[config.mk]
export PLATFORM = sky130hd
export DESIGN_NAME = id_decode_stage
export DESIGN_NICKNAME = d
export VERILOG_FILES = /design/src/rtl/id_decode_stage.sv
export SDC_FILE = /design/constraint.sdc
export NUM_CORES = 1
export LEC_CHECK = 0
export CAP_MARGIN = 20
export CORE_MARGIN = 10
export CORE_UTILIZATION = 28
export DETAILED_ROUTE_END_ITERATION = 10
export PLACE_DENSITY = 0.59
export SETUP_SLACK_MARGIN = 0.15
export SYNTH_ARGS = -nofsm -noshare
export SYNTH_HDL_FRONTEND = slang
export SYNTH_SLANG_ARGS = --single-unit
[constraint.sdc]
create_clock -name clk -period 2.97 [get_ports clk]
set_clock_uncertainty 0.1 [all_clocks]
set_input_delay 0.4455 -clock clk [delete_from_list [all_inputs] [get_ports clk]]
set_output_delay 0.4455 -clock clk [all_outputs]
set_load 0.02 [all_outputs]
[src/rtl/id_decode_stage.sv]
// rtl/id_decode_stage.sv - RV32I instruction decode stage with valid/ready handshake
//
// Ports:
//   clk, rst_n          clock, asynchronous active-low reset
//   if_valid/if_ready   upstream handshake; if_instr/if_pc offered instruction and address
//   ex_valid/ex_ready   downstream handshake; every ex_* output is registered
//   ex_alu_sel          ALU operation code
//   ex_a_sel, ex_b_sel  operand selects (a: 0=rs1 1=pc, b: 0=rs2 1=imm)
//   ex_imm, ex_pc       immediate operand and pc of the held instruction
//   ex_rs1/rs2/rd       register addresses; ex_reg_wr writes rd
//   ex_illegal          held instruction is an unsupported encoding
//   flush               drop held instruction and refuse the offered one
//   illegal_cnt         saturating count of accepted illegal instructions
module id_decode_stage (
    input  logic        clk,
    input  logic        rst_n,
    input  logic        if_valid,
    output logic        if_ready,
    input  logic [31:0] if_instr,
    input  logic [31:0] if_pc,
    output logic        ex_valid,
    input  logic        ex_ready,
    output logic [3:0]  ex_alu_sel,
    output logic        ex_a_sel,
    output logic        ex_b_sel,
    output logic [31:0] ex_imm,
    output logic [31:0] ex_pc,
    output logic [4:0]  ex_rs1,
    output logic [4:0]  ex_rs2,
    output logic [4:0]  ex_rd,
    output logic        ex_reg_wr,
    output logic        ex_illegal,
    input  logic        flush,
    output logic [15:0] illegal_cnt
);

    localparam logic [3:0] ALU_ADD = 4'b0000, ALU_SUB = 4'b0001, ALU_AND = 4'b0010,
                           ALU_OR = 4'b0011, ALU_XOR = 4'b0100, ALU_SLL = 4'b0101,
                           ALU_SRL = 4'b0110, ALU_SRA = 4'b0111, ALU_SLT = 4'b1000,
                           ALU_SLTU = 4'b1001, ALU_AUIPC = 4'b1010, ALU_LUI = 4'b1011;

    localparam logic [6:0] OP_R = 7'b0110011, OP_I = 7'b0010011, OP_LUI = 7'b0110111,
                           OP_AUIPC = 7'b0010111, OP_LOAD = 7'b0000011,
                           OP_STORE = 7'b0100011, OP_BRANCH = 7'b1100011,
                           OP_JAL = 7'b1101111, OP_JALR = 7'b1100111;

    localparam logic [6:0] F7_ZERO = 7'b0000000, F7_ALT = 7'b0100000;

    logic [6:0]  opcode, funct7;
    logic [2:0]  funct3;
    logic [31:0] imm_i, imm_s, imm_b, imm_j;

    assign opcode = if_instr[6:0];
    assign funct3 = if_instr[14:12];
    assign funct7 = if_instr[31:25];
    assign imm_i  = {{20{if_instr[31]}}, if_instr[31:20]};
    assign imm_s  = {{20{if_instr[31]}}, if_instr[31:25], if_instr[11:7]};
    assign imm_b  = {{19{if_instr[31]}}, if_instr[31], if_instr[7], if_instr[30:25],
                     if_instr[11:8], 1'b0};
    assign imm_j  = {{11{if_instr[31]}}, if_instr[31], if_instr[19:12], if_instr[20],
                     if_instr[30:21], 1'b0};

    // funct3 -> ALU op for the base (funct7 = 0) register and immediate forms
    function automatic logic [3:0] base_alu(input logic [2:0] f3);
        case (f3)
            3'b000:  base_alu = ALU_ADD;
            3'b001:  base_alu = ALU_SLL;
            3'b010:  base_alu = ALU_SLT;
            3'b011:  base_alu = ALU_SLTU;
            3'b100:  base_alu = ALU_XOR;
            3'b101:  base_alu = ALU_SRL;
            3'b110:  base_alu = ALU_OR;
            default: base_alu = ALU_AND;
        endcase
    endfunction

    logic [3:0]  dec_alu;
    logic        dec_a, dec_b, dec_wr, dec_ill;
    logic [31:0] dec_imm;

    always_comb begin
        dec_alu = ALU_ADD;
        dec_a   = 1'b0;
        dec_b   = 1'b0;
        dec_wr  = 1'b0;
        dec_ill = 1'b0;
        dec_imm = '0;
        case (opcode)
            OP_R: begin
                dec_wr = 1'b1;
                if (funct7 == F7_ZERO)                         dec_alu = base_alu(funct3);
                else if (funct7 == F7_ALT && funct3 == 3'b000) dec_alu = ALU_SUB;
                else if (funct7 == F7_ALT && funct3 == 3'b101) dec_alu = ALU_SRA;
                else                                           dec_ill = 1'b1;
            end
            OP_I: begin
                dec_b   = 1'b1;
                dec_wr  = 1'b1;
                dec_imm = imm_i;
                dec_alu = base_alu(funct3);
                // Only shifts reuse funct7 as an encoding field; other I-ops treat it as imm.
                if (funct3 == 3'b001 && funct7 != F7_ZERO) dec_ill = 1'b1;
                if (funct3 == 3'b101) begin
                    if (funct7 == F7_ALT)       dec_alu = ALU_SRA;
                    else if (funct7 != F7_ZERO) dec_ill = 1'b1;
                end
            end
            // Upper-immediate ops pass the raw 20-bit field; the ALU applies the <<12.
            OP_LUI: begin
                dec_alu = ALU_LUI;
                dec_b   = 1'b1;
                dec_wr  = 1'b1;
                dec_imm = {12'b0, if_instr[31:12]};
            end
            OP_AUIPC: begin
                dec_alu = ALU_AUIPC;
                dec_a   = 1'b1;
                dec_b   = 1'b1;
                dec_wr  = 1'b1;
                dec_imm = {12'b0, if_instr[31:12]};
            end
            OP_LOAD: begin
                dec_b   = 1'b1;
                dec_wr  = 1'b1;
                dec_imm = imm_i;
                dec_ill = (funct3 == 3'b011) || (funct3 == 3'b110) || (funct3 == 3'b111);
            end
            OP_STORE: begin
                dec_b   = 1'b1;
                dec_imm = imm_s;
                dec_ill = funct3[2] || (funct3 == 3'b011);
            end
            OP_BRANCH: begin
                dec_a   = 1'b1;
                dec_b   = 1'b1;
                dec_imm = imm_b;
                dec_ill = (funct3 == 3'b010) || (funct3 == 3'b011);
            end
            OP_JAL: begin
                dec_a   = 1'b1;
                dec_b   = 1'b1;
                dec_wr  = 1'b1;
                dec_imm = imm_j;
            end
            OP_JALR: begin
                dec_b   = 1'b1;
                dec_wr  = 1'b1;
                dec_imm = imm_i;
                dec_ill = (funct3 != 3'b000);
            end
            default: dec_ill = 1'b1;
        endcase
    end

    logic        ex_valid_q, ex_valid_d;
    logic [3:0]  alu_q, alu_d;
    logic        a_q, a_d, b_q, b_d, wr_q, wr_d, ill_q, ill_d;
    logic [31:0] imm_q, imm_d, pc_q, pc_d;
    logic [4:0]  rs1_q, rs1_d, rs2_q, rs2_d, rd_q, rd_d;
    logic [15:0] cnt_q, cnt_d;
    logic        xfer;

    // Gating with rst_n keeps if_ready low for the whole reset window.
    assign if_ready = rst_n && (!ex_valid_q || ex_ready) && !flush;
    assign xfer     = if_valid && if_ready;

    always_comb begin
        ex_valid_d = ex_valid_q;
        alu_d = alu_q;   a_d = a_q;     b_d = b_q;     wr_d = wr_q;   ill_d = ill_q;
        imm_d = imm_q;   pc_d = pc_q;   rs1_d = rs1_q; rs2_d = rs2_q; rd_d = rd_q;
        cnt_d = cnt_q;
        if (flush)         ex_valid_d = 1'b0;
        else if (xfer)     ex_valid_d = 1'b1;
        else if (ex_ready) ex_valid_d = 1'b0;
        if (xfer) begin
            // An illegal decode zeroes every decoded field except the illegal flag.
            alu_d = dec_ill ? ALU_ADD : dec_alu;
            a_d   = dec_a && !dec_ill;
            b_d   = dec_b && !dec_ill;
            wr_d  = dec_wr && !dec_ill && (if_instr[11:7] != 5'd0);
            ill_d = dec_ill;
            imm_d = dec_ill ? 32'd0 : dec_imm;
            rs1_d = dec_ill ? 5'd0 : if_instr[19:15];
            rs2_d = dec_ill ? 5'd0 : if_instr[24:20];
            rd_d  = dec_ill ? 5'd0 : if_instr[11:7];
            pc_d  = if_pc;
            if (dec_ill && cnt_q != 16'hFFFF) cnt_d = cnt_q + 16'd1;
        end
    end

    always_ff @(posedge clk or negedge rst_n) begin
        if (!rst_n) begin
            ex_valid_q <= 1'b0;
            alu_q <= '0; a_q <= 1'b0; b_q <= 1'b0; wr_q <= 1'b0; ill_q <= 1'b0;
            imm_q <= '0; pc_q <= '0; rs1_q <= '0; rs2_q <= '0; rd_q <= '0;
            cnt_q <= '0;
        end else begin
            ex_valid_q <= ex_valid_d;
            alu_q <= alu_d; a_q <= a_d; b_q <= b_d; wr_q <= wr_d; ill_q <= ill_d;
            imm_q <= imm_d; pc_q <= pc_d; rs1_q <= rs1_d; rs2_q <= rs2_d; rd_q <= rd_d;
            cnt_q <= cnt_d;
        end
    end

    assign ex_valid    = ex_valid_q;
    assign ex_alu_sel  = alu_q;
    assign ex_a_sel    = a_q;
    assign ex_b_sel    = b_q;
    assign ex_imm      = imm_q;
    assign ex_pc       = pc_q;
    assign ex_rs1      = rs1_q;
    assign ex_rs2      = rs2_q;
    assign ex_rd       = rd_q;
    assign ex_reg_wr   = wr_q;
    assign ex_illegal  = ill_q;
    assign illegal_cnt = cnt_q;

endmodule

# Word level (Yosys, flattened, before mapping)
# Cells that the tools add are included.
# totals
out_inout_bits,105
elab_cells,90
inputBits,69
reg_bits,104
# classes
n_reduce_logical,32
add_sub_neg,1
mux,27
n_eq_ne,18
# ops
operator,count
$pmux W32 S5,1
$mux W32,1
$eq A7 B6 Y1 const B,4
$pmux W4 S7,1
$eq A7 B7 Y1 const B,3
$add A16 B1 Y16 const B,1
$mux W4,4
$ne A16 B16 Y1 const B,1
$pmux W4 S4,1
$mux W5,3
$eq A7 B5 Y1 const B,2
$mux W1,13
$eq A3 B3 Y1 const B,4
$logic_and A1 B1 Y1,11
$reduce_or A3 Y1,3
$reduce_or A8 Y1,1
$eq A7 B2 Y1 const B,1
$logic_not A7 Y1,1
$pmux W1 S7,1
$reduce_bool A7 Y1,1
$reduce_or A7 Y1,1
$eq A3 B2 Y1 const B,2
$mux W3,2
$reduce_bool A3 Y1,2
other kinds (7),13

# Longest topological paths before layout
# depth
ltp_word,10
ltp_mapped,9
mapped_depth_nobuf,6

# Worst setup path after synthesis
# No wires, ideal clock.
# synth_timing
path_type,in2reg
from,input if_instr[3]
to,register cnt_q[1] (netlist: illegal_cnt[1])
required_time_ns,2.745
arrival_ns,2.368
setup_time_ns,0.125
path_slack_ns,0.377
path_stages,8
n_path_buf,2
path_cell_list,buf_2 -> or4b_1 -> o221ai_2 -> nand3_2 -> or4_1 -> buf_2 -> nand2_1 -> mux2_2
# synth_via
elab_chain_len,5
elab_cells_between_ends,13
classes_between,9 x eq/ne; 1 x mux; 3 x reduce/logical
# synth_lines
item,line_no,text
from (decl),19,"input logic [31:0] if_instr,"
"$eq A7 B7 Y1, or another cell as far along",88,case (opcode)
$reduce_or A3 Y1 (no line),-,
$pmux W1 S7 (*),88,
$logic_and A1 B1 Y1 (*),187,if (dec_ill && cnt_q != 16'hFFFF) cnt_d = cnt_q + 16'd1;
$reduce_and A2 Y1 (no line) (*),-,
to (signal assigned),201,cnt_q <= cnt_d;
to (decl),160,"logic [15:0] cnt_q, cnt_d;"
# Every way passes the cells marked *; elsewhere a longest branch is shown, timed or not.
# A chain may end at the register's enable or synchronous reset.

# Worst setup path after layout
# layout_timing
from,input if_instr[0]
to,register imm_q[0] (netlist: ex_imm[0])
# layout_via
elab_chain_len,4
elab_cells_between_ends,15
classes_between,9 x eq/ne; 3 x mux; 3 x reduce/logical
# layout_lines
item,line_no,text
"$eq A7 B7 Y1, or another cell as far along",88,
$reduce_or A3 Y1 (no line) or $reduce_or A2 Y1 (tied branches),-,
$pmux W1 S7 or $pmux W32 S5 (tied branches),88,
$mux W32 (*),182,imm_d = dec_ill ? 32'd0 : dec_imm;
to (signal assigned),200,imm_q <= imm_d; pc_q <= pc_d; rs1_q <= rs1_d; rs2_q <= rs2_d; rd_q <= rd_d;
to (decl),158,"logic [31:0] imm_q, imm_d, pc_q, pc_d;"
# Marked as above.

==> flow_metrics.env <==
export IMPL_peakVddDrop_mv=0.314
export IMPL_synth_top_cell_by_area="dfrtp_1"
export IMPL_htreeDepth=3
export IMPL_ys_ff_latch=93
export IMPL_placed_cell_area_um2=6580
export IMPL_synth_cells=406
export IMPL_place_hpwl_um=11900
export IMPL_min_period_over_period_pct=88.5
export IMPL_grt_usage_pct=14.2
export IMPL_crit_path_start_kind="input port"
export IMPL_initial_core_util_pct=28.9
export IMPL_cts_made_buffers=9
export IMPL_yosysSeqAreaShare_pct=52.4
export IMPL_coreArea_um2=15400
export IMPL_final_antenna_net_count=0
export IMPL_drive_gt1_share_pct=16.6
export IMPL_setup_slack_ns=0.341
export IMPL_syn_nets=476
export IMPL_grt_max_degree=80
export IMPL_holdWs_ns=-0.00508
export IMPL_r2r_cells=6
export IMPL_antenna_found_initial=0
export IMPL_clk_latency_ns=0.35
export IMPL_hold_violations=6
export IMPL_tightest_slew_ns=0.864
export IMPL_layout_min_cycle_time_ns=2.63
export IMPL_synth_edf_count=0
export IMPL_grt_pass1_vias=4195
export IMPL_first_pass_iters=6
export IMPL_cts_buffer_depth=2
export IMPL_cts_hold_buf=0
export IMPL_maxSlewViolCount=0
export IMPL_nets=666
export IMPL_synth_top_area_share_pct=52.4
export IMPL_num_io_pins=174
export IMPL_io_buffers=173
export IMPL_clkTransAtPathRegs_ns=0.07
export IMPL_synth_area_leaders="dfrtp_1, mux2_2, a22o_1"
export IMPL_ys_top_cells_by_count="dfrtp_1, nand2_1, mux2_2"
export IMPL_min_path_type="in -> async"
export IMPL_fin_area_um2=6920
export IMPL_clock_fmax_ghz=0.380
export IMPL_ys_warn_count=0
export IMPL_cts_resized=0
export IMPL_grt_overflow_total=0
export IMPL_power_density_nw_per_um2=525
export IMPL_fill_cells=1454
export IMPL_ys_flop_type="dfrtp_1"
export IMPL_drc=0
export IMPL_critPathKind="in -> reg"
export IMPL_violations="hold timing"
export IMPL_die_w_um=146
export IMPL_drt_wirelength_per_cell_um=18.8
export IMPL_avgSynthCellArea_um2=10.9
export IMPL_p_leak_nw=2.85
export IMPL_vias_per_cell=4.96
export IMPL_die_h_um=146
export IMPL_dieArea_um2=21300
export IMPL_grt_pass1_wl_um=24300
export IMPL_cts_tree="yes"
export IMPL_relSlewSlack_pct=42.4
export IMPL_yosysMostFrequentCell="dfrtp_1"
export IMPL_cts_sinks=93
export IMPL_arrival_ns=2.76
export IMPL_root_buffer="clkbuf_16"
export IMPL_r2r_slack_ns=0.81
export IMPL_gp_congestion=1.03
export IMPL_required_ns=3.10
export IMPL_cp_max_fo=14
export IMPL_num_antenna_cells=0
export IMPL_setup_viol=0
export IMPL_ys_types=49
export IMPL_power_mw=3.63
export IMPL_syn_area_um2=4440
export IMPL_drtIter0Drc=293
export IMPL_num_vias=4026
export IMPL_post_cts_setup_buffers=0
export IMPL_rsz0062_at_grt="false"
export IMPL_rows=45
export IMPL_drt_wl_total_um=15300
export IMPL_status="finished, violations left"
export IMPL_dpl_worst_slack_ns=-0.0193
export IMPL_cap_viol_max_count=0
export IMPL_area_growth_syn_to_layout_pct=55.8
export IMPL_end_kind="flop"
export IMPL_synthArstFlopShare_pct=100
## final cells by class
class	count	area (um^2)	area share [%]
inverters	7	26.3	0.380
clock buffers	9	225	3.26
clock inverters	7	98.8	1.43
flip-flops and latches	93	2330	33.7
multi-input cells	269	1910	27.6
well taps	211	264	3.82
repair buffers	216	2060	29.9
## registers in the layout, summed over array words and instances (netlist names)
name	count
ex_pc	32
ex_rs1	5
ex_alu_sel	4
illegal_cnt	16
ex_reg_wr	1
ex_rs2	5
ex_imm	21
ex_rd	5
ex_b_sel	1
ex_illegal	1
ex_valid	1
ex_a_sel	1
## cell usage in the layout, fill, tap and decap left out, types with 3 or more instances in the layout
| cell | count |
|---|---|
| o21ai_0 | 16 |
| nand2_1 | 40 |
| nand4_1 | 6 |
| nand2b_1 | 4 |
| nor2_1 | 17 |
| nand3_1 | 13 |
| dfrtp_1 | 93 |
| a222oi_1 | 4 |
| xnor2_1 | 15 |
| a32o_1 | 3 |
| o21ai_1 | 9 |
| mux2_2 | 34 |
| and2_1 | 3 |
| inv_1 | 7 |
| a22o_1 | 28 |
| clkdlybuf4s50_1 | 172 |
| a221oi_1 | 8 |
| nor4_1 | 5 |
| clkbuf_16 | 9 |
| and3_1 | 7 |
| nand3b_1 | 4 |
| nor2b_1 | 4 |
| a31oi_1 | 4 |
| a21oi_1 | 10 |
| nor3_1 | 6 |
| buf_4 | 43 |
## stage by stage
| step | utilization (%) | cells | setup TNS (ns) |
|---|---|---|---|
| finish | 45.0 | 812 | 0 |
| global route | 45.0 | 812 | 0 |
| CTS | 44.9 | 812 | 0 |
| detailed placement | 42.8 | 796 | -0.0344 |
| global placement | 42.8 | 796 | 0 |
| floorplan | - | 406 | 0 |
## cells by family after synthesis
family	count (synthesis)	share of synthesized area (%)
AO/OA/AOI/OAI	95	15.8
XOR/XNOR	15	2.96
adder cells (fa/ha/maj)	1	0.282
buffers and inverters	44	4.90
flip-flops	93	52.4
multiplexers	34	8.62
AND/OR/NAND/NOR	124	15.0
## worst max-delay path, cell delays in order
cell and delay (ns):
clkdlybuf4s50_1 0.60, nand2_1 0.20, nor4_1 0.52, a31oi_1 0.26, nor4b_4 0.22, buf_4 0.23
a32o_1 0.27
## path summary, 6_finish.rpt
kind	startpoint	to
setup / recovery	if_instr[0]	ex_imm[0]$_DFFE_PN0P_
hold / removal	rst_n	ex_valid$_DFFE_PN0P_
setup reg to reg	ex_valid$_DFFE_PN0P_	ex_imm[2]$_DFFE_PN0P_
hold reg to reg	ex_alu_sel[2]$_DFFE_PN0P_	ex_alu_sel[2]$_DFFE_PN0P_
max in group asynchronous	rst_n	ex_pc[7]$_DFFE_PN0P_
min in group clk	ex_alu_sel[2]$_DFFE_PN0P_	ex_alu_sel[2]$_DFFE_PN0P_
## power breakdown
| group | internal (mW) | switching [mW] |
|---|---|---|
| Clock | 0.742 | 0.502 |
| Sequential | 1.40 | 0.0959 |
| Combinational | 0.462 | 0.428 |
## per-layer routing
metal	vias up	part of all wire (%)	track usage, %
met5	-	0	0
met4	0	1.7	3.79
met3	20	9.0	5.34
met2	164	49	23.4
met1	1967	41	17.1
li1	1875	-	-
(Power assumes the default switching activity.)
